<file path="config.mk">
export PLATFORM = sky130hd
export DESIGN_NAME = lsu_mem_master
export DESIGN_NICKNAME = d
export VERILOG_FILES = /design/src/rtl/lsu_mem_master.sv
export SDC_FILE = /design/constraint.sdc
export NUM_CORES = 1
export LEC_CHECK = 0
export CAP_MARGIN = 0
export CORE_AREA = 2 2 114 116
export DETAILED_ROUTE_END_ITERATION = 8
export DIE_AREA = 0 0 116 118
export PLACE_DENSITY_LB_ADDON = 0.12
export REMOVE_ABC_BUFFERS = 1
export SLEW_MARGIN = 30
export SYNTH_ARGS = -nofsm -noshare
export SYNTH_HDL_FRONTEND = slang
export SYNTH_SLANG_ARGS = --single-unit
export TNS_END_PERCENT = 1
</file>
<file path="constraint.sdc">
create_clock -name clk -period 3.4 [get_ports clk]
set_input_delay 0.34 -clock clk [delete_from_list [all_inputs] [get_ports clk]]
set_output_delay 0.34 -clock clk [all_outputs]
set_load 0.1 [all_outputs]
</file>
<file path="src/rtl/lsu_mem_master.sv">
// Load/store unit master: takes one pipeline request at a time, checks alignment,
// strobes the data memory, waits out its stall handshake and returns a one-cycle response.
module lsu_mem_master #(
    parameter int TIMEOUT_CYCLES = 16
) (
    input  logic        clk,
    input  logic        rst,
    input  logic        req_valid,
    output logic        req_ready,
    input  logic        req_we,
    input  logic [31:0] req_addr,
    input  logic [31:0] req_wdata,
    input  logic [3:0]  req_mask,
    output logic        resp_valid,
    output logic [31:0] resp_rdata,
    output logic        resp_err,
    output logic [31:0] mem_addr,
    output logic [31:0] mem_write_data,
    output logic [3:0]  mem_sign_mask,
    output logic        mem_memread,
    output logic        mem_memwrite,
    input  logic [31:0] mem_read_data,
    input  logic        mem_clk_stall
);

    localparam int CW = $clog2(TIMEOUT_CYCLES + 1);
    localparam logic [CW-1:0] TMO_LIMIT = CW'(TIMEOUT_CYCLES - 1);

    typedef enum logic [1:0] {IDLE, ISSUE, WAIT, RESP} state_t;

    state_t          state;
    logic [CW-1:0]   tmo_cnt;
    logic            mem_we;
    logic            rd_q;
    logic            wr_q;
    logic            size_ok;
    logic            misalign;
    logic            tmo_hit;

    assign size_ok  = (req_mask[2:0] == 3'b001) || (req_mask[2:0] == 3'b010) ||
                      (req_mask[2:0] == 3'b100);
    assign misalign = !size_ok || (req_mask[1] && req_addr[0]) ||
                      (req_mask[2] && (req_addr[1:0] != 2'b00));
    assign tmo_hit  = (tmo_cnt == TMO_LIMIT);

    // The strobe is withdrawn as soon as the memory reports busy, so it never sees a second start.
    assign mem_memread  = rd_q && !mem_clk_stall;
    assign mem_memwrite = wr_q && !mem_clk_stall;

    always_ff @(posedge clk or posedge rst) begin
        if (rst) begin
            state          <= IDLE;
            tmo_cnt        <= '0;
            mem_we         <= 1'b0;
            rd_q           <= 1'b0;
            wr_q           <= 1'b0;
            req_ready      <= 1'b0;
            resp_valid     <= 1'b0;
            resp_rdata     <= '0;
            resp_err       <= 1'b0;
            mem_addr       <= '0;
            mem_write_data <= '0;
            mem_sign_mask  <= '0;
        end else begin
            case (state)
                IDLE: begin
                    if (req_valid && req_ready) begin
                        mem_addr       <= req_addr;
                        mem_write_data <= req_wdata;
                        mem_sign_mask  <= req_mask;
                        mem_we         <= req_we;
                        tmo_cnt        <= '0;
                        req_ready      <= 1'b0;
                        if (misalign) begin
                            state      <= RESP;
                            resp_valid <= 1'b1;
                            resp_err   <= 1'b1;
                            resp_rdata <= '0;
                        end else begin
                            state <= ISSUE;
                            rd_q  <= !req_we;
                            wr_q  <= req_we;
                        end
                    end else begin
                        req_ready <= 1'b1;
                    end
                end
                ISSUE: begin
                    tmo_cnt <= tmo_cnt + CW'(1);
                    if (mem_clk_stall) begin
                        state <= WAIT;
                        rd_q  <= 1'b0;
                        wr_q  <= 1'b0;
                    end else if (tmo_hit) begin
                        state      <= RESP;
                        rd_q       <= 1'b0;
                        wr_q       <= 1'b0;
                        resp_valid <= 1'b1;
                        resp_err   <= 1'b1;
                        resp_rdata <= '0;
                    end
                end
                WAIT: begin
                    tmo_cnt <= tmo_cnt + CW'(1);
                    // A completing memory wins over a timeout landing in the same cycle.
                    if (!mem_clk_stall) begin
                        state      <= RESP;
                        resp_valid <= 1'b1;
                        resp_err   <= 1'b0;
                        resp_rdata <= mem_we ? 32'h0 : mem_read_data;
                    end else if (tmo_hit) begin
                        state      <= RESP;
                        resp_valid <= 1'b1;
                        resp_err   <= 1'b1;
                        resp_rdata <= '0;
                    end
                end
                RESP: begin
                    state      <= IDLE;
                    resp_valid <= 1'b0;
                    resp_err   <= 1'b0;
                    resp_rdata <= '0;
                    req_ready  <= 1'b1;
                end
                default: state <= IDLE;
            endcase
        end
    end

endmodule
</file>
==> flow_summary.yaml <==
run_status:
  status: "finished, final reports clean"
sta:
  post-route-min-period_ps: 2590
  final-setup-viol-count: 0
  worst_pin_slew_ps: 1040
  hold_slack_ps: 414
  period_share_pct: 76.2
  maxSlewHeadroom_pct: 30.5
  max_freq_ghz: 0.386
  slew_violations: 0
  fin_skew_ps: 8.70
  rsz0062_at_grt: "no"
  hold_violations: 0
grt:
  grt_pass1_vias: 3820
  grt_use_total_pct: 18.9
  overflow: 0
  antenna_found_initial: 0
  grt_max_degree: 72
  grt_pass1_wl_um: 19800
critical_path:
  worstPathRequired_ps: 3740
  critPathMaxStageDelay_ps: 560
  crit_path_max_fanout: 32
  slowest_stage: "or4b_4"
  critPathArrivalTime_ps: 2930
  critical_path_class: "flip-flop to flip-flop"
  path_cells: "inv_1 > ha_1 > a21boi_2 > or4b_4 > a41oi_4 > buf_4 > a32o_1"
  start_kind: "flip-flop"
  crit_path_end_kind: "flip-flop"
detailed_routing:
  avgViaCountPerCell: 4.95
  vias: 3586
  drc: 0
  antenna_left: 0
  routed_wl_um: 12400
  drtPass1Iterations: 4
  drt-wirelength-per-cell_um: 17.2
  drt_iter0_drc: 236
logic_synthesis:
  synth-seq-cells: 113
  syn_area_per_cell_um2: 14.3
  yosys_warnings: 0
  synthFlopType: "dfrtp_1"
  syn-cell-area_mm2: 0.00467
  ys_types: 43
  netlist_top_cells_area: "dfrtp_1, mux2_2, a32o_1"
  synth_edf_count: 0
  yosysTopAreaCell: "dfrtp_1"
  synth_top_area_share_pct: 60.5
  async_flop_share_pct: 100
  yosysSeqAreaShare_pct: 60.5
  syn_inst: 327
floorplan:
  coreArea_mm2: 0.0124
  io_pins: 210
  die-area_mm2: 0.0137
  die_height_um: 118
  die_w_um: 116
  initial_core_util_pct: 37.7
  rows: 41
final_layout:
  stdcell_area_mm2: 0.00753
  syn2layout_area_growth_pct: 61.1
  nets: 652
  multi_input_area_mm2: 0.00172
  layout-drive-gt1-share_pct: 20.8
  fillCellCount: 1034
  seqCellArea_mm2: 0.00283
  antenna_cells: 0
clock_network:
  cts_made_buffers: 17
  cts_tree: "done"
  ctsHoldBuffers: 0
  path_clk_slew_ps: 60
  ctsLongestPathBuffers: 2
  cts-htree-levels: 4
  post_cts_buffers: 0
  cts_root_buf: "clkbuf_16"
  cts_resized: 0
  clk_latency_ps: 400
  cts_sinks: 113
run:
  max_cap_violations: 0
min_path:
  hp-class: "input pin to asynchronous set/reset pin"
placement:
  place_area_mm2: 0.00692
  gp_congestion: 0.796
  place.port_buffers: 209
  dpl.hpwl_um: 8830
[final cells by class]
type	instances	share of cell area (%)
tap	172	2.86
multi-input combinational	187	22.8
inverter	5	0.316
clock buffer	21	5.98
sequential	113	37.6
timing repair buffer	216	28.4
clock inverter	10	2.13
[registers in the layout (all words and copies together) (netlist names), 2 cells and up]
register,count
mem_addr,32
mem_write_data,32
resp_rdata,32
tmo_cnt,5
mem_sign_mask,4
state,2
[critical path: cells and delay by family, from the launching register on]
| kind | cells | cell delay [ps] |
|---|---|---|
| adder cells (fa/ha/maj) | 1 | 400 |
| AO/OA/AOI/OAI | 3 | 660 |
| flip-flops | 1 | 420 |
| AND/OR/NAND/NOR | 1 | 560 |
| buffers and inverters | 2 | 470 |
[layer usage]
layer  vias to the layer above  GRT usage [%]  wire [um]
met5                         -              0          0
li1                       1650              -          -
met2                       119           31.7       6460
met1                      1798           21.4       4800
met4                         0           7.74        309
met3                        19           7.42        863
[worst paths after layout]
kind,to,cells past startpoint,start,slack (ps)
max,resp_rdata[2],7,state[1],810
min,mem_addr[5],2,rst,410
max reg2reg,resp_rdata[2],7,state[1],810
min reg2reg,tmo_cnt[4],2,tmo_cnt[4],480
max in group asynchronous,mem_write_data[1],3,rst,2220
min in group clk,tmo_cnt[4],2,tmo_cnt[4],480
[per-stage QoR]
stage	util (%)	setup WS, ps	cells	setup TNS (ps)
floorplan	-	-436	305	-30060
global placement	55.7	908	693	0
detailed placement	55.7	848	693	0
CTS	60.6	812	724	0
global route	60.6	660	724	0
finish	60.6	811	724	0
[cell families after synthesis]
family | after synthesis | share of synthesized area, %
flip-flops | 113 | 60.5
AO/OA/AOI/OAI | 71 | 13.0
multiplexers | 71 | 17.1
AND/OR/NAND/NOR | 38 | 4.44
buffers and inverters | 27 | 3.13
adder cells (fa/ha/maj) | 7 | 1.87
[cell usage in the layout, fill, tap and decap left out, drive strengths merged, types with 2 or more instances in the layout]
master         instances
a21oi                  6
a22o                   3
a31oi                  4
a32o                  33
and2                   2
buf                   10
bufinv                 4
clkbuf                21
clkdlybuf4s50        206
clkinv                 5
dfrtp                113
ha                     7
inv                    5
mux2                  69
mux2i                  2
nand2                 11
nand2b                 5
nand3                  2
nor2                   7
nor2b                  2
o211ai                 2
o21ai                 11
o31ai                  2
[synthesized netlist by cell type (all sizes together), types with 2 or more instances]
master and number:
clkbuf 7, mux2i 2, a22o 3, buf 15
nor2 7, mux2 69, o31ai 2, nor2b 2
inv 5, nand2b 5, o211ai 2, o21ai 11
a31oi 4, nand3 2, dfrtp 113, and2 2
a32o 33, ha 7, a21oi 6, nand2 11
Power is not shown: default switching activity piles up to over one toggle a cycle in this logic, so the estimate is an artifact.
==> edit 1: new RTL, same settings <==
Change the parameter `TIMEOUT_CYCLES` from 16 to 8.
--- a/src/rtl/lsu_mem_master.sv
+++ b/src/rtl/lsu_mem_master.sv
@@ -2,5 +2,5 @@
 // strobes the data memory, waits out its stall handshake and returns a one-cycle response.
 module lsu_mem_master #(
-    parameter int TIMEOUT_CYCLES = 16
+    parameter int TIMEOUT_CYCLES = 8
 ) (
     input  logic        clk,
Formal check against the unedited RTL: same outputs for any inputs over 4 cycles, from zero or initial values and one cycle with rst high; that may be too few to reach the edited logic, so the function may still have changed.
==> edit 1 against the original RTL <==
Wire length is 8.9% lower; critical path type unchanged; count of clock-buffer cells in the layout is 11 lower; final cell count down 4.6%; area after synthesis is 2.3% lower; design area decreased by 5.9%; setup slack improved by 240 ps; sequential cell count fell by 1.
Power is left out: the tool's default activity adds up to more than one toggle a clock period on the data nets, which glitch-free logic cannot reach.
==> edit 1: results (changes against the original RTL) <==
Drt
  • Mean number of vias per cell: 4.774 (was 4.953)
  • Drt pass-1 iters: 5 (was 4)
  • DR vias: 3,299 (was 3,586)
  • Starting DRT DRC Count: 147 (was 236)

Critical path
  • Slowest stage cell, crit path: dfrtp_1 (was or4b_4)
  • Arrival time at the worst endpoint: 2580 ps (was 2930 ps)
  • Reg2reg end: resp_rdata[7] (was resp_rdata[2])

GRT
  • Vias in the first global route: 3,352 (was 3,820)
  • Global Route Usage Sum: 0.1620 (was 0.1894)
  • First-pass GRT wire length: 17.26 mm (was 19.81 mm)

CTS
  • Latest clock arrival within the worst-skew pair: 340 ps (was 400 ps)
  • CTS H-tree depth: 3 (was 4)
  • Clock transition at path regs: 80 ps (was 60 ps)
  • Num CTS Buffers: 9 (was 17)

Synth
  • Cell count after synthesis: 307 (was 327)
  • Ranking of synthesized cells by area: dfrtp_1, mux2_2, a22o_1 (was dfrtp_1, mux2_2, a32o_1)
  • Register area share after synthesis: 0.6135 (was 0.6049)

Layout
  • Clk cell area share: 0.04310 (was 0.08110)
  • Multi-input combinational area share: 0.2279 (was 0.2280)
  • Fill cells: 1,078 (was 1,034)
  • Clock buffer cells: 10 (was 21)
  • Nets: 625 (was 652)
  • Multi-In Gates: 174 (was 187)
  • Seq. cell area: 2803 µm² (was 2828 µm²)
  • Non-clock buffer count: 212 (was 216)

Placement
  • Final Wtd Congestion: 0.7825 (was 0.7958)
  • Post-DP HPWL: 8.360 mm (was 8.834 mm)

Timing
  • Worst Slack Setup Final: 1053 ps (was 810.7 ps)
  • WHS: 431.9 ps (was 413.8 ps)
  • Worst slew margin: 0.3165 (was 0.3048)
  • Setup Skew: 11.98 ps (was 8.702 ps)

Outcome
  • Status: completed (unchanged)
## edit 1: cell types whose count changed after synthesis, sizes merged, moves of 2 or more
cell,delta
o31a,+2
nor2,+2
a22o,+30
o21ai,-7
o211ai,-2
buf,-5
nand2b,-3
a32o,-31
## edit 1: kinds of logic after synthesis
| kind of cell | after synthesis | synth area share |
|---|---|---|
| and+or+nand+nor | 37 | 0.04848 |
| muxes | 73 | 0.1791 |
| adders and majority gates | 6 | 0.01643 |
| buffers and inverters | 21 | 0.03588 |
| AOI/OAI and AO/OA | 58 | 0.1065 |
| DFF | 112 | 0.6135 |
## edit 1: per-layer routing
metal  routed length [µm]  global-route usage  up-vias
met5                    0                   0        -
met4                  145             0.05060        0
met2                 5100              0.2500      161
met1                 4994              0.2172     1590
li1                     -                   -     1534
met3                 1073             0.05149       14
## edit 1: worst reg2reg max path, stage by stage, from the launching register on
cell and delay (ps):
dfrtp_1 420, inv_1 100, ha_1 360, and2_2 280
a21oi_1 320, nand3_4 370, a22o_2 380
==> edit 2: new RTL, config.mk and constraints unchanged <==
Without the edit above. Re-encode `state_t` (4 states) as one-hot, 4 bits wide.
--- a/src/rtl/lsu_mem_master.sv
+++ b/src/rtl/lsu_mem_master.sv
@@ -27,5 +27,5 @@
     localparam logic [CW-1:0] TMO_LIMIT = CW'(TIMEOUT_CYCLES - 1);
 
-    typedef enum logic [1:0] {IDLE, ISSUE, WAIT, RESP} state_t;
+    typedef enum logic [3:0] {IDLE = 4'b0001, ISSUE = 4'b0010, WAIT = 4'b0100, RESP = 4'b1000} state_t;
 
     state_t          state;
Function: same outputs for any inputs over 4 cycles, from zero or initial values and one cycle with rst high; so few cycles prove little.
==> edit 2 against the original RTL <==
Wire length up 4.0%; fmax rose by 8.3%; area after synthesis is 3.2% higher; sequential cell count grew 2; register-to-register slack improved by 370 ps; design area rose by 2.3%; via count is 18% higher; critical endpoint is now req_ready; setup slack better by 200 ps.
==> edit 2: results (changes against the original RTL) <==
Outcome
  • Status: completed (unchanged)

Layout
  • Layout cells sized above 1: 0.07493 (was 0.2083)
  • Fin cells: 906 (was 724)
  • Fill cells: 1,058 (was 1,034)
  • Nets: 828 (was 652)

Drt
  • DR WL met3: 1.399 mm (was 863 µm)
  • DR vias: 4,219 (was 3,586)
  • WL met1: 5.493 mm (was 4.796 mm)
  • Routed wl met2: 5.796 mm (was 6.456 mm)
  • Drt pass-1 iters: 4 (unchanged)
  • Starting DRT DRC Count: 225 (was 236)
  • DR WL/cell: 14.26 µm (was 17.16 µm)

Critical path
  • Reg-to-reg slack, setup: 1180 ps (was 810 ps)
  • Arrival time at the worst endpoint: 2050 ps (was 2930 ps)
  • Slowest stage cell, crit path: clkdlybuf4s50_1 (was or4b_4)
  • Critical path peak fanout: 6 (was 32)
  • Crit path max-delay family: buffers and inverters (was compound AO/OA/AOI/OAI gates)
  • Worst stage delay on the critical path: 1190 ps (was 560 ps)

GRT
  • Vias in the first global route: 4,333 (was 3,820)
  • First-pass GRT wire length: 20.91 mm (was 19.81 mm)
  • Pin count of the biggest net entering global routing: 114 (was 72)
  • Global Route Usage Sum: 0.1946 (was 0.1894)

Timing
  • Min Tclk post-route: 2391 ps (was 2589 ps)
  • Setup Skew: 7.403 ps (was 8.702 ps)
  • WHS: 158.6 ps (was 413.8 ps)
  • Worst slew margin: 0.3129 (was 0.3048)

Placement
  • Port Buffer Count: 209 (unchanged)
  • Final Wtd Congestion: 0.8025 (was 0.7958)
  • Post-DP HPWL: 8.938 mm (was 8.834 mm)
  • Placed Instances: 874 (was 693)
  • Place WS: 849.9 ps (was 847.9 ps)

Power and ir drop
  • Worst VDD drop: slightly below 0.8 mV

Synth
  • Register area share after synthesis: 0.5967 (was 0.6049)
  • Distinct cells, synth: 45 (was 43)
  • Synth cell count leaders: nand2_1, dfrtp_1, inv_1 (was dfrtp_1, mux2_2, a32o_1)
  • Xor/xnor share of the synthesized area: 0.005446 (was 0)
  • Mean Syn Cell Area: 9.386 µm² (was 14.30 µm²)
  • Ranking of synthesized cells by area: dfrtp_1, nand2_1, a22oi_1 (was dfrtp_1, mux2_2, a32o_1)
  • Post-Synth Adder-Cell Area: 0.005187 (was 0.01874)
  • Mux contribution to synthesized area: 0.006743 (was 0.1705)
  • Synth Area in Compound Gates: 0.1247 (was 0.1301)

CTS
  • Clock buffer depth: 2 (unchanged)
  • Root Driver: clkbuf_16 (unchanged)
  • Latest clock arrival within the worst-skew pair: 400 ps (about the same)
==> edit 2: power by group through the flow <==
stage / Sequential, mW / Clock [mW] / Combinational [mW]
floorplan: 4.96 / 0 / 0.783
global placement: 2.08 / 0 / 4.90
detailed placement: 2.09 / 0 / 4.93
CTS: 2.08 / 1.93 / 4.94
global route: 2.13 / 2.00 / 5.09
finish: 2.08 / 1.89 / 4.88
==> edit 2: cells by family after synthesis <==
| group | Yosys count |
|---|---|
| buffers and inverters | 65 |
| DFF | 115 |
| muxes | 3 |
| xor gates and xnor gates | 3 |
| AOI/OAI and AO/OA | 86 |
| and+or+nand+nor | 240 |
| adders and majority gates | 2 |
==> edit 2: area by class of cell <==
cell class,count,share of cell area
timing repair buffer,216,0.2780
sequential,115,0.3737
clock buffer,20,0.05927
multi-input combinational,334,0.2196
tap,172,0.02793
inverter,37,0.01835
clock inverter,12,0.02322
==> edit 2: metal layers <==
metal,vias to the layer above,GRT usage
met4,0,0.07813
met1,1956,0.2387
met3,19,0.09114
met5,-,0
li1,2077,-
met2,167,0.2953
==> edit 2: through the flow <==
step / area, µm² / power (mW) / util
after floorplan: 4683 / 5.739 / -
after global placement: 7079 / 6.973 / 0.5702
after detailed placement: 7079 / 7.014 / 0.5702
after CTS: 7715 / 8.949 / 0.6214
after global routing: 7705 / 9.232 / 0.6206
final: 7705 / 8.853 / 0.6206
==> edit 2: final timing paths <==
path                                   start                 end  cells past startpoint
max                                req_ready           req_ready                      1
min                                      rst  mem_write_data[31]                      2
max reg2reg                         state[3]       resp_rdata[4]                      5
min reg2reg                mem_write_data[3]   mem_write_data[3]                      2
max in group asynchronous                rst  mem_write_data[24]                      3
min in group clk                req_addr[31]        mem_addr[31]                      3
